===== config.mk =====
export PLATFORM = sky130hd
export DESIGN_NAME = radix4_sdf_buffer_ctrl
export DESIGN_NICKNAME = d
export VERILOG_FILES = /design/src/rtl/radix4_sdf_buffer_ctrl.sv
export SDC_FILE = /design/constraint.sdc
export NUM_CORES = 1
export LEC_CHECK = 0
export BUFFER_PORTS_ARGS = -buffer_cell sky130_fd_sc_hd__buf_2
export CORE_MARGIN = 2
export CORE_UTILIZATION = 55
export CTS_BUF_LIST = sky130_fd_sc_hd__clkbuf_4 sky130_fd_sc_hd__clkbuf_8
export CTS_CLUSTER_DIAMETER = 150
export DETAILED_ROUTE_END_ITERATION = 10
export PLACE_DENSITY = 0.78
export SLEW_MARGIN = 5
export SYNTH_ARGS = -nofsm -noshare
export SYNTH_HDL_FRONTEND = slang
export SYNTH_SLANG_ARGS = --single-unit

===== constraint.sdc =====
create_clock -name clock -period 2.65 [get_ports clock]
set_input_delay 0.3975 -clock clock [delete_from_list [all_inputs] [get_ports clock]]
set_output_delay 0.3975 -clock clock [all_outputs]
set_load 0.01 [all_outputs]

===== src/rtl/radix4_sdf_buffer_ctrl.sv =====
// Sequencer for a single radix-4 SDF stage delay buffer.
// It accepts D/4 groups of four butterfly outputs and then drains the buffer
// one sample per accepted beat. The split flavours (MODE 0/1) insert a one-cycle
// rotate between the two drain phases. The plain and short flavours (MODE 2/3)
// drain in a single phase.
module radix4_sdf_buffer_ctrl #(
  parameter int DEPTH = 16,
  parameter int MODE  = 0
) (
  input  logic clock,
  input  logic reset,
  input  logic flush,
  input  logic in_valid,
  output logic in_ready,
  input  logic out_ready,
  output logic out_valid,
  output logic enable_write,
  output logic enable_read_first,
  output logic enable_read_last,
  output logic rotate,
  output logic busy,
  output logic frame_done
);

  localparam int Q  = DEPTH / 4;
  localparam int WW = $clog2(Q) + 1;
  localparam int RW = $clog2(DEPTH) + 1;

  // Reads before the rotate (R1) and after it (R2) for each buffer flavour.
  localparam int R1 = (MODE == 0) ? DEPTH / 2 :
                      (MODE == 2) ? DEPTH     : (3 * DEPTH) / 4;
  localparam int R2 = (MODE == 0) ? DEPTH / 2 :
                      (MODE == 1) ? DEPTH / 4 : 0;
  localparam bit HAS_ROT = (R2 > 0);

  localparam logic [WW-1:0] W_LAST  = WW'(Q - 1);
  localparam logic [RW-1:0] R1_LAST = RW'(R1 - 1);
  localparam logic [RW-1:0] R2_LAST = RW'((R2 > 0) ? R2 - 1 : 0);

  typedef enum logic [2:0] {
    S_IDLE,
    S_FILL,
    S_DRAIN_FIRST,
    S_ROTATE,
    S_DRAIN_LAST
  } state_t;

  state_t          state, state_nxt;
  logic [WW-1:0]   wcnt, wcnt_nxt;
  logic [RW-1:0]   rcnt, rcnt_nxt;
  logic            done_q, done_nxt;
  logic            abort;

  // A reset, or a flush that arrives in the middle of a frame, kills the
  // current cycle's strobes and sends the controller back to idle.
  assign abort = reset | (flush & (state != S_IDLE));

  // Register the state, the counters and the frame-done pulse.
  always_ff @(posedge clock) begin
    if (reset) begin
      state  <= S_IDLE;
      wcnt   <= '0;
      rcnt   <= '0;
      done_q <= 1'b0;
    end else begin
      state  <= state_nxt;
      wcnt   <= wcnt_nxt;
      rcnt   <= rcnt_nxt;
      done_q <= done_nxt;
    end
  end

  // Decode the strobes from the registered state and compute the next state.
  always_comb begin
    state_nxt         = state;
    wcnt_nxt          = wcnt;
    rcnt_nxt          = rcnt;
    done_nxt          = 1'b0;
    in_ready          = 1'b0;
    out_valid         = 1'b0;
    enable_read_first = 1'b0;
    enable_read_last  = 1'b0;
    rotate            = 1'b0;

    unique case (state)
      S_IDLE, S_FILL: in_ready = 1'b1;
      S_DRAIN_FIRST: begin
        out_valid         = 1'b1;
        enable_read_first = out_ready;
      end
      S_ROTATE:       rotate = HAS_ROT;
      S_DRAIN_LAST: begin
        out_valid        = HAS_ROT;
        enable_read_last = HAS_ROT & out_ready;
      end
      default: ;
    endcase

    if (abort) begin
      in_ready          = 1'b0;
      out_valid         = 1'b0;
      enable_read_first = 1'b0;
      enable_read_last  = 1'b0;
      rotate            = 1'b0;
      state_nxt         = S_IDLE;
      wcnt_nxt          = '0;
      rcnt_nxt          = '0;
    end else begin
      unique case (state)
        S_IDLE: begin
          if (in_valid) begin
            if (Q == 1) begin
              state_nxt = S_DRAIN_FIRST;
              wcnt_nxt  = '0;
            end else begin
              state_nxt = S_FILL;
              wcnt_nxt  = WW'(1);
            end
            rcnt_nxt = '0;
          end
        end
        S_FILL: begin
          if (in_valid) begin
            if (wcnt == W_LAST) begin
              state_nxt = S_DRAIN_FIRST;
              wcnt_nxt  = '0;
              rcnt_nxt  = '0;
            end else begin
              wcnt_nxt = wcnt + 1'b1;
            end
          end
        end
        S_DRAIN_FIRST: begin
          if (out_ready) begin
            if (rcnt == R1_LAST) begin
              rcnt_nxt = '0;
              if (HAS_ROT) begin
                state_nxt = S_ROTATE;
              end else begin
                state_nxt = S_IDLE;
                done_nxt  = 1'b1;
              end
            end else begin
              rcnt_nxt = rcnt + 1'b1;
            end
          end
        end
        S_ROTATE: begin
          state_nxt = S_DRAIN_LAST;
          rcnt_nxt  = '0;
        end
        S_DRAIN_LAST: begin
          if (out_ready) begin
            if (rcnt == R2_LAST) begin
              state_nxt = S_IDLE;
              rcnt_nxt  = '0;
              done_nxt  = 1'b1;
            end else begin
              rcnt_nxt = rcnt + 1'b1;
            end
          end
        end
        default: begin
          state_nxt = S_IDLE;
          wcnt_nxt  = '0;
          rcnt_nxt  = '0;
        end
      endcase
    end
  end

  assign enable_write = in_valid & in_ready;
  assign busy         = ~reset & (state != S_IDLE);
  assign frame_done   = done_q & ~reset;

endmodule


==> impl_metrics.json <==
{
  "grt_max_degree": 17,
  "synthesis.area_sq_um": 753,
  "wirelength_um": 1630,
  "cts_setup_buffers": 0,
  "place_hpwl_um": 1200,
  "antenna_cells": 0,
  "clock_path_buffers": 2,
  "fin_worst_skew_ns": 0.00210,
  "cpLargestDelayFamily": "simple AND/OR/NAND/NOR gates",
  "syn_inst": 91,
  "h-tree-depth": 1,
  "synth-xor-area-share_pct": 1.16,
  "hold_viol": 0,
  "dp_cells": 115,
  "wire_per_inst_um": 13.7,
  "final_cells": 119,
  "final_max_slew_viol_count": 0,
  "first_pass_iters": 4,
  "grt_overflow": 0,
  "end_kind": "output pin",
  "worstMarginPinSlew_ns": 0.643,
  "p_clk_share_pct": 23.0,
  "root_buffer": "clkbuf_4",
  "cts.sinks": 12,
  "post_cts_resized": 0,
  "fmax_mhz": 442,
  "cts_tree": "built",
  "start_util_pct": 58.6,
  "cp.required_ns": 2.25,
  "final_nets": 112,
  "finalSetupTns_ns": 0,
  "post-route-period-util_pct": 85.4,
  "cts_made_buffers": 3,
  "p_leak_nw": 0.348,
  "path_cells": "or3_4 -> a211o_1 -> nor4b_2 -> buf_2",
  "viasPerCell": 5.97,
  "maxSlewHeadroom_pct": 57.0,
  "drc_errors": 0,
  "rsz0062_at_grt": "no",
  "crit_path_top_delay_cell": "or3_4",
  "grt_pass1_vias": 540,
  "clk_pin_slew_ns": 0.08,
  "finalSetupViolCount": 0,
  "die_y_um": 41.0,
  "synth_ff_type": "dfxtp_1",
  "die-width_um": 41.0,
  "yosys_warnings": 0,
  "final_cell_mix": "dfxtp_1 (12), buf_2 (12), nand2_1 (9)",
  "synth-compound-area-share_pct": 23.3,
  "ant_nets": 0,
  "startpoint_type": "flip-flop",
  "max_stage_delay_ns": 0.44,
  "ys_types": 41,
  "grt_use_total_pct": 23.9,
  "combPwrFrac_pct": 42.8,
  "ys_seq_area_share_pct": 31.9,
  "grt_pass1_wl_um": 2570,
  "clk_latency_ns": 0.28,
  "synth_fa_ha_area_share_pct": 3.32,
  "switching_share_pct": 38.7,
  "syn_avg_cell_area_sq_um": 8.28,
  "p_per_area_nw_per_um2": 773,
  "die_area_sq_um": 1680,
  "rows": 13,
  "synth_simple_gate_area_share_pct": 34.7,
  "worst-r2r-cell-count": 5,
  "drive_gt1_share_pct": 22.1,
  "drtIter0Drc": 22,
  "path_depth": 4,
  "p_int_mw": 0.403,
  "fillers": 110,
  "synth_top_family_by_area": "simple AND/OR/NAND/NOR gates",
  "crit_arrival_ns": 1.87,
  "vias": 710,
  "core-area_sq_um": 1280,
  "antenna_found_initial": 0,
  "holdPathStages": 1,
  "io_pins": 13,
  "hold_path.class": "flip-flop to flip-flop",
  "critical_path_class": "flip-flop to output pin",
  "totalPowerFinal_mw": 0.657,
  "power.switching_mw": 0.255,
  "syn-num-nets": 98,
  "async_flop_share_pct": 0,
  "finalCriticalPeriod_ns": 2.26,
  "area_growth_pct": 13.0,
  "sequentialPowerShare_pct": 34.1,
  "cp.buffers_inverters": 1,
  "synth_mux_area_share_pct": 1.33,
  "max-vdd-ir-drop_uv": 461,
  "gp_congestion": 0.814,
  "status": "finished, final reports clean",
  "crit_fanout": 12,
  "port_buffers": 12,
  "drv_cap": 0,
  "synth_edf_count": 0,
  "hold_buffers": 0,
  "yosys_register_bits": 12
}
-- state kept, by name, summed over array words and instances (netlist names) --
| name | cells |
|---|---|
| wcnt | 3 |
| state | 3 |
| done_q | 1 |
| rcnt | 5 |
-- final timing paths --
kind	startpoint	end	slack (ns)
setup reg to reg	rcnt[0]$_SDFFE_PP0P_	state[0]$_SDFFE_PP0P_	0.94
hold reg to reg	wcnt[2]$_SDFFE_PP0P_	wcnt[2]$_SDFFE_PP0P_	0.48
setup / recovery	state[1]$_SDFFE_PP0P_	enable_read_first	0.39
hold / removal	wcnt[2]$_SDFFE_PP0P_	wcnt[2]$_SDFFE_PP0P_	0.48
-- cell type report --
| cell class | instances | area [sq um] | area share (%) |
|---|---|---|---|
| clock buffer | 4 | 36.3 | 4.26 |
| multi-input combinational | 73 | 480 | 56.5 |
| timing repair buffer | 13 | 67.6 | 7.94 |
| sequential | 12 | 240 | 28.2 |
| inverter | 2 | 7.51 | 0.882 |
| tap | 15 | 18.8 | 2.21 |
-- metal layers --
layer  vias to the layer above  routed length, um  global-route usage (%)
met1                       325                814                    35.9
met3                         4                 88                    4.89
met2                        22                707                    32.0
met5                         -                  0                       0
met4                         0                 20                    10.0
li1                        359                  -                       -
-- power by group through the flow --
stage	registers (mW)	logic, mW	clock network, mW
finish	0.224	0.282	0.151
global route	0.229	0.315	0.161
CTS	0.224	0.280	0.154
detailed placement	0.228	0.278	0
global placement	0.228	0.273	0
floorplan	0.215	0.238	0
-- logic make-up after synthesis --
| group | count (synthesis) |
|---|---|
| AO/OA/AOI/OAI | 24 |
| AND/OR/NAND/NOR | 45 |
| adder cells (fa/ha/maj) | 2 |
| multiplexers | 1 |
| XOR/XNOR | 1 |
| flip-flops | 12 |
| buffers and inverters | 6 |
-- cells in the mapped netlist (3+ instances only) --
cell / number / share of area [%]
nand3_1: 4 / 2.7
o21ai_0: 3 / 2.0
nor2b_1: 4 / 3.3
and2_1: 4 / 3.3
a21oi_1: 5 / 3.3
nand2_1: 9 / 4.5
dfxtp_1: 12 / 32
nor2_1: 8 / 4.0
-- worst reg2reg max path: cells and delay by family (launching register included) --
family	cells	cell delay [ns]
and+or+nand+nor	2	0.73
DFF	1	0.37
AOI/OAI and AO/OA	2	0.33
adders and majority gates	1	0.23
-- per-stage QoR --
step           hold WS [ns]  setup slack [ns]  area (sq um)  utilization (%)
4_1_cts               0.482             0.383           851             66.2
5_1_grt               0.503             0.279           851             66.2
6_report              0.478             0.386           851             66.2
2_1_floorplan         0.443             0.770           753                -
3_5_place_dp          0.460             0.703           815             63.4
3_3_place_gp          0.466             0.720           815             63.4
No activity file was read; power rests on OpenSTA's default activity.
